--- src/rtl/instr_fetch_unit_if.sv ---
// -----------------------------------------------------------------------------
// instr_fetch_unit_if
// Bundle of every non-clock/reset signal of the fetch stage.
//
// Signal summary (direction seen from the fetch unit, modport master):
//   rom_addr_out      out  ADDR_W  byte address to the instruction ROM
//   rom_data_in       in   32      ROM word at rom_addr_out (combinational)
//   redirect_valid_in in   1       one-cycle pulse: load a new fetch PC
//   redirect_pc_in    in   ADDR_W  redirect target byte address
//   if_valid_out      out  1       output slot holds an instruction
//   if_ready_in       in   1       decode accepts the slot this cycle
//   if_instr_out      out  32      registered instruction word
//   if_pc_out         out  ADDR_W  byte address of if_instr_out
//   fault_out         out  1       unit is in FAULT
//   fault_cause_out   out  2       00 none, 01 misaligned redirect, 10 illegal
//   fault_pc_out      out  ADDR_W  offending address
//
// modport slave is the environment side (ROM, branch unit, decode).
// -----------------------------------------------------------------------------
interface instr_fetch_unit_if #(
   parameter int ADDR_W = 24
);
   logic [ADDR_W-1:0] rom_addr_out;
   logic [31:0]       rom_data_in;
   logic              redirect_valid_in;
   logic [ADDR_W-1:0] redirect_pc_in;
   logic              if_valid_out;
   logic              if_ready_in;
   logic [31:0]       if_instr_out;
   logic [ADDR_W-1:0] if_pc_out;
   logic              fault_out;
   logic [1:0]        fault_cause_out;
   logic [ADDR_W-1:0] fault_pc_out;

   modport master (
      output rom_addr_out,
      input  rom_data_in,
      input  redirect_valid_in,
      input  redirect_pc_in,
      output if_valid_out,
      input  if_ready_in,
      output if_instr_out,
      output if_pc_out,
      output fault_out,
      output fault_cause_out,
      output fault_pc_out
   );

   modport slave (
      input  rom_addr_out,
      output rom_data_in,
      output redirect_valid_in,
      output redirect_pc_in,
      input  if_valid_out,
      output if_ready_in,
      input  if_instr_out,
      input  if_pc_out,
      input  fault_out,
      input  fault_cause_out,
      input  fault_pc_out
   );
endinterface

--- src/rtl/instr_fetch_unit.sv ---
// -----------------------------------------------------------------------------
// instr_fetch_unit
// Fetch stage of the beleg RISC-V core. Owns the fetch PC, addresses the
// combinational instruction ROM, captures each word with its PC into a
// one-entry output slot and hands it to decode over valid/ready. Redirects
// load a new PC; misaligned targets and non-32-bit encodings raise a fault.
//
// Ports:
//   clk_in    in  1  system clock, rising edge
//   rst_n_in  in  1  asynchronous active-low reset
//   bus       instr_fetch_unit_if.master (ROM, redirect, decode, fault)
//
// State table:
//   state    | meaning
//   ST_RUN   | fetching one word per cycle while the slot is free
//   ST_FAULT | fetch halted, fault reported; only a redirect or reset leaves
// -----------------------------------------------------------------------------
module instr_fetch_unit #(
   parameter int                ADDR_W   = 24,
   parameter logic [ADDR_W-1:0] RESET_PC = '0
) (
   input  logic                clk_in,
   input  logic                rst_n_in,
   instr_fetch_unit_if.master  bus
);

   typedef enum logic {
      ST_RUN   = 1'b0,
      ST_FAULT = 1'b1
   } state_t;

   localparam logic [1:0] CAUSE_NONE     = 2'b00;
   localparam logic [1:0] CAUSE_MISALIGN = 2'b01;
   localparam logic [1:0] CAUSE_ILLEGAL  = 2'b10;

   state_t            state_q,    state_d;
   logic [ADDR_W-1:0] fetch_pc_q, fetch_pc_d;
   logic              valid_q,    valid_d;
   logic [31:0]       instr_q,    instr_d;
   logic [ADDR_W-1:0] pc_q,       pc_d;
   logic [1:0]        cause_q,    cause_d;
   logic [ADDR_W-1:0] fault_pc_q, fault_pc_d;

   logic slot_free;
   logic word_is_32b;
   logic redirect_aligned;

   assign slot_free        = !valid_q || bus.if_ready_in;
   assign word_is_32b      = (bus.rom_data_in[1:0] == 2'b11);
   assign redirect_aligned = (bus.redirect_pc_in[1:0] == 2'b00);

   always_ff @(posedge clk_in or negedge rst_n_in) begin
      if (!rst_n_in) begin
         state_q    <= ST_RUN;
         fetch_pc_q <= RESET_PC;
         valid_q    <= 1'b0;
         instr_q    <= '0;
         pc_q       <= '0;
         cause_q    <= CAUSE_NONE;
         fault_pc_q <= '0;
      end else begin
         state_q    <= state_d;
         fetch_pc_q <= fetch_pc_d;
         valid_q    <= valid_d;
         instr_q    <= instr_d;
         pc_q       <= pc_d;
         cause_q    <= cause_d;
         fault_pc_q <= fault_pc_d;
      end
   end

   always_comb begin
      state_d    = state_q;
      fetch_pc_d = fetch_pc_q;
      valid_d    = valid_q;
      instr_d    = instr_q;
      pc_d       = pc_q;
      cause_d    = cause_q;
      fault_pc_d = fault_pc_q;

      if (bus.redirect_valid_in) begin
         // Redirect wins over fetch, stall and fault; any slot contents are
         // stale, even if decode handshakes in this same cycle.
         valid_d = 1'b0;
         if (redirect_aligned) begin
            fetch_pc_d = bus.redirect_pc_in;
            state_d    = ST_RUN;
            cause_d    = CAUSE_NONE;
         end else if (state_q == ST_RUN) begin
            // Only the first fault is recorded; a misaligned redirect while
            // already faulted leaves the original cause and address.
            state_d    = ST_FAULT;
            cause_d    = CAUSE_MISALIGN;
            fault_pc_d = bus.redirect_pc_in;
         end
      end else begin
         case (state_q)
            ST_RUN: begin
               if (slot_free) begin
                  if (word_is_32b) begin
                     instr_d    = bus.rom_data_in;
                     pc_d       = fetch_pc_q;
                     valid_d    = 1'b1;
                     fetch_pc_d = fetch_pc_q + ADDR_W'(4);
                  end else begin
                     // Slot is free, so any word held there is being taken
                     // this cycle; just stop presenting anything new.
                     valid_d    = 1'b0;
                     state_d    = ST_FAULT;
                     cause_d    = CAUSE_ILLEGAL;
                     fault_pc_d = fetch_pc_q;
                  end
               end
            end
            ST_FAULT: begin
               valid_d = 1'b0;
            end
            default: begin
               state_d = ST_RUN;
               valid_d = 1'b0;
            end
         endcase
      end
   end

   assign bus.rom_addr_out    = fetch_pc_q;
   assign bus.if_valid_out    = valid_q;
   assign bus.if_instr_out    = instr_q;
   assign bus.if_pc_out       = pc_q;
   assign bus.fault_out       = (state_q == ST_FAULT);
   assign bus.fault_cause_out = cause_q;
   assign bus.fault_pc_out    = fault_pc_q;

endmodule

--- src/flat_wrapper.sv ---
// flat-port wrapper written by rule: the top's interface ports become plain ports
module instr_fetch_unit_flat 
#(
   parameter int                ADDR_W   = 24,
   parameter logic [ADDR_W-1:0] RESET_PC = '0
)
  (clk_in, rst_n_in, bus_rom_addr_out, bus_rom_data_in, bus_redirect_valid_in, bus_redirect_pc_in, bus_if_valid_out, bus_if_ready_in, bus_if_instr_out, bus_if_pc_out, bus_fault_out, bus_fault_cause_out, bus_fault_pc_out);
  instr_fetch_unit_if #(.ADDR_W(ADDR_W)) bus_i ();
  input  logic clk_in;
  input  logic rst_n_in;
  output wire logic [$bits(bus_i.rom_addr_out)-1:0] bus_rom_addr_out;
  input wire logic [$bits(bus_i.rom_data_in)-1:0] bus_rom_data_in;
  input wire logic [$bits(bus_i.redirect_valid_in)-1:0] bus_redirect_valid_in;
  input wire logic [$bits(bus_i.redirect_pc_in)-1:0] bus_redirect_pc_in;
  output wire logic [$bits(bus_i.if_valid_out)-1:0] bus_if_valid_out;
  input wire logic [$bits(bus_i.if_ready_in)-1:0] bus_if_ready_in;
  output wire logic [$bits(bus_i.if_instr_out)-1:0] bus_if_instr_out;
  output wire logic [$bits(bus_i.if_pc_out)-1:0] bus_if_pc_out;
  output wire logic [$bits(bus_i.fault_out)-1:0] bus_fault_out;
  output wire logic [$bits(bus_i.fault_cause_out)-1:0] bus_fault_cause_out;
  output wire logic [$bits(bus_i.fault_pc_out)-1:0] bus_fault_pc_out;
  assign bus_rom_addr_out = bus_i.rom_addr_out;
  assign bus_i.rom_data_in = bus_rom_data_in;
  assign bus_i.redirect_valid_in = bus_redirect_valid_in;
  assign bus_i.redirect_pc_in = bus_redirect_pc_in;
  assign bus_if_valid_out = bus_i.if_valid_out;
  assign bus_i.if_ready_in = bus_if_ready_in;
  assign bus_if_instr_out = bus_i.if_instr_out;
  assign bus_if_pc_out = bus_i.if_pc_out;
  assign bus_fault_out = bus_i.fault_out;
  assign bus_fault_cause_out = bus_i.fault_cause_out;
  assign bus_fault_pc_out = bus_i.fault_pc_out;
  instr_fetch_unit #(.ADDR_W(ADDR_W), .RESET_PC(RESET_PC)) u_core (.clk_in(clk_in), .rst_n_in(rst_n_in), .bus(bus_i));
endmodule
--- config.mk ---
export PLATFORM = sky130hd
export DESIGN_NAME = instr_fetch_unit_flat
export DESIGN_NICKNAME = d
export VERILOG_FILES = /design/src/rtl/instr_fetch_unit_if.sv /design/src/rtl/instr_fetch_unit.sv /design/src/flat_wrapper.sv
export SDC_FILE = /design/constraint.sdc
export NUM_CORES = 1
export LEC_CHECK = 0
export BUFFER_PORTS_ARGS = -buffer_cell sky130_fd_sc_hd__buf_4
export CAP_MARGIN = 10
export CORE_UTILIZATION = 43
export CTS_CLUSTER_SIZE = 8
export DETAILED_ROUTE_END_ITERATION = 12
export PLACE_DENSITY = 0.72
export SYNTH_ARGS = -nofsm -noshare
export SYNTH_HDL_FRONTEND = slang
export SYNTH_SLANG_ARGS = --single-unit
--- constraint.sdc ---
create_clock -name clk_in -period 3.22 [get_ports clk_in]
set_input_delay 0.161 -clock clk_in [delete_from_list [all_inputs] [get_ports clk_in]]
set_output_delay 0.161 -clock clk_in [all_outputs]
set_load 0.005 [all_outputs]
==> summary.md <==
| Metric | Value |
|---|---|
| Status | finished, final reports clean |
| CP max FO | 8 |
| Grt ovf | 0 |
| PD cells | 544 nW/um2 |
| Wirelength per Cell | 15.3 um |
| Final Net Count | 786 |
| Worst VDD drop | 0.318 mV |
| CP Data Required Time | 3.52 ns |
| Syn nets | 598 |
| Met1 Use GR | 0.314 |
| Critical Path AT | 2.45 ns |
| Period Utilization, post-route | 0.669 |
| RSZ-0062 raised after global routing | false |
| Unique cell type count in the Yosys netlist | 47 |
| FFs w/ async S/R, synth | 1.00 |
| Routed Antenna Nets | 0 |
| Worst hold slack | 0.0423 ns |
| Reg clk slew, reported paths | 0.10 ns |
| Pins Over Slew Limit | 0 |
| I/O Pins | 168 |
| Final setup fails | 0 |
| Slowest CP cell | dfrtp_1 |
| First-pass GRT wire length | 21400 um |
| Met3 usage | 0.0478 |
| Sequential cell area | 2700 um2 |
| F_max | 0.465 GHz |
| Slew @ Worst Pin | 1.04 ns |
| Setup TNS | 0 ns |
| Clock root cell | clkbuf_8 |
| Residual DRC count | 0 |
| Yosys warns | 0 |
| EDFF count, synth | 0 |
| #FFs+latches synth | 108 |
| P_leak | 0.00339 uW |
| Initial antenna violation count | 0 |
| HPWL after DPL | 9050 um |
| Initial Util | 0.443 |
| Max-Cap Viols | 0 |
| Post-CTS Setup Inserts | 0 |
| Worst-skew pair later-pin latency | 0.37 ns |
| Share of the yosys chip area belonging to registers | 0.563 |
| Row count | 38 |
| IO Port Bufs | 167 |
| Final min period | 2.15 ns |
| Crit Path Class | flip-flop to flip-flop |
| Area growth syn-to-layout | 38.6% |
| Post-Syn Instances | 537 |
| Share of layout cells above drive strength 1 | 0.269 |
| Post-Route WL | 13300 um |
| HP Class | input port to flip-flop |
| Slew HR | 0.305 |
| Worst-path cell chain | ha_1 > nand4_1 > nor3_1 > nand2_1 > a2bb2o_1 > a21oi_1 |
| Vias | 4427 |
| CP Launch Type | flip-flop |
| Syn_area_per_cell | 8.94 um2 |
| Pre-antenna DRT Iters | 5 |
| Largest net degree at the start of global routing | 60 |
| Multi-input logic area | 1970 um2 |
| Die height | 108 um |
| Met2 Track Usage GR | 0.395 |
| Total GRT Usage | 0.240 |
| N_diodes | 0 |
| Max clock buf depth | 2 |
| H-tree levels | 3 |
| Post-Route Skew | 0.00531 ns |
| Slowest stage delay, CP | 0.48 ns |
| Count of final hold-check violations | 0 |
| Die area | 11600 um2 |
| Cts bufs inserted | 9 |
| WP buf/inv | 0 |
| Main synth FF type | dfrtp_1 |
| CTS tree | yes |
| DRT iter0 DRCs | 260 |
| Core Footprint | 10800 um2 |
| Fill cell count | 955 |
| Vias in the first global route | 4340 |
| Die Width | 108 um |
| Vias/cell | 5.09 |
| RePlAce Congestion | 0.780 |
| CP top delay family | simple AND/OR/NAND/NOR gates |
| CP endpoint kind | flip-flop |
| Mapped Area | 4800 um2 |
| GRT busiest layer | met2 |
| Clock sink count | 108 |
-- cell usage after synthesis (all sizes together), types with 6 or more instances --
cell,number,share of area
nor2,17,0.013
buf,8,0.0089
clkbuf,23,0.018
nand3,15,0.016
a21oi,27,0.028
mux2i,18,0.038
o21ai,43,0.045
nand2,199,0.16
inv,6,0.0047
nor3,7,0.0083
nor2b,9,0.012
dfrtp,108,0.56
-- cell usage in the layout (no fill, tap or decap), types with 3 or more instances in the layout --
master and count:
o21ai_0 43, nand2_1 199, nor2_1 17, a21boi_0 3
o22ai_1 3, nand3_1 14, nor2b_1 9, nand4_1 3
inv_1 6, mux2i_1 18, a21o_1 3, dlygate4sd3_1 31
dfrtp_1 108, clkbuf_1 4, nor3_1 6, clkbuf_8 9
buf_4 177, or3_1 3, a21oi_1 27, nor4_1 4
or2_2 3, nand2b_1 4
-- repair_timing --
item	CTS	global route
endpoints found under the hold margin	87	0
resized for setup	0	0
hold buffers	31	0
-- cell type report --
cell class,instances,share of cell area
clock buffers,13,0.0209
clock inverters,2,0.00188
inverters,6,0.00338
multi-input cells,392,0.295
flip-flops and latches,108,0.406
well taps,140,0.0263
repair buffers,208,0.246
-- state kept, by name, indices dropped and copies added (netlist names) --
register / cells
u_core.bus.fault_cause_out: 2
u_core.bus.rom_addr_out: 24
u_core.bus.fault_pc_out: 24
u_core.bus.if_pc_out: 24
u_core.bus.fault_out: 1
u_core.bus.if_instr_out: 32
u_core.bus.if_valid_out: 1
-- kinds of logic (layout without fill, tap and decap cells) --
family                     after synthesis  count (layout)  share of synthesized area
muxes                                   18              18                     0.0375
buffers and inverters                   37             229                     0.0315
adders and majority gates                1               1                    0.00261
xor gates and xnor gates                 2               2                    0.00365
AOI/OAI and AO/OA                       99              99                      0.121
DFF                                    108             108                      0.563
and+or+nand+nor                        272             272                      0.241
-- per-stage QoR --
| stage | util | cell area, um2 | cells | power (uW) | setup slack (ns) |
|---|---|---|---|---|---|
| after floorplan | - | 4800 | 537 | 2230 | 1.38 |
| after global placement | 0.571 | 6190 | 823 | 2870 | 1.13 |
| after detailed placement | 0.571 | 6190 | 823 | 2900 | 1.10 |
| after CTS | 0.614 | 6660 | 869 | 3650 | 1.06 |
| after global routing | 0.614 | 6660 | 869 | 3850 | 0.802 |
| final | 0.614 | 6660 | 869 | 3620 | 1.07 |
-- final timing paths --
check	start	end	slack [ns]	depth (start not counted)
worst min-delay path	bus_redirect_valid_in	u_core.bus.fault_cause_out[1]	0.04	2
worst max register to register	u_core.bus.rom_addr_out[2]	u_core.bus.rom_addr_out[14]	1.07	6
min in group asynchronous	rst_n_in	u_core.bus.if_instr_out[0]	0.41	2
worst max-delay path	u_core.bus.rom_addr_out[2]	u_core.bus.rom_addr_out[14]	1.07	6
max in group asynchronous	rst_n_in	u_core.bus.if_instr_out[13]	1.99	3
worst min register to register	u_core.bus.if_pc_out[17]	u_core.bus.if_pc_out[17]	0.48	2
-- metal layers --
metal  routed length, um  part of all wire
met1                5610              0.42
met2                6500              0.49
met3                1090             0.082
met4                  92            0.0069
met5                   0                 0
-- report_power, final --
group	internal (uW)	leakage [uW]	total [uW]	switching [uW]
Combinational	588	0.00197	1020	436
Clock	278	0.0000735	716	438
Sequential	1650	0.00135	1880	237
Total	2510	0.00339	3620	1110
(Power assumes the default switching activity.)
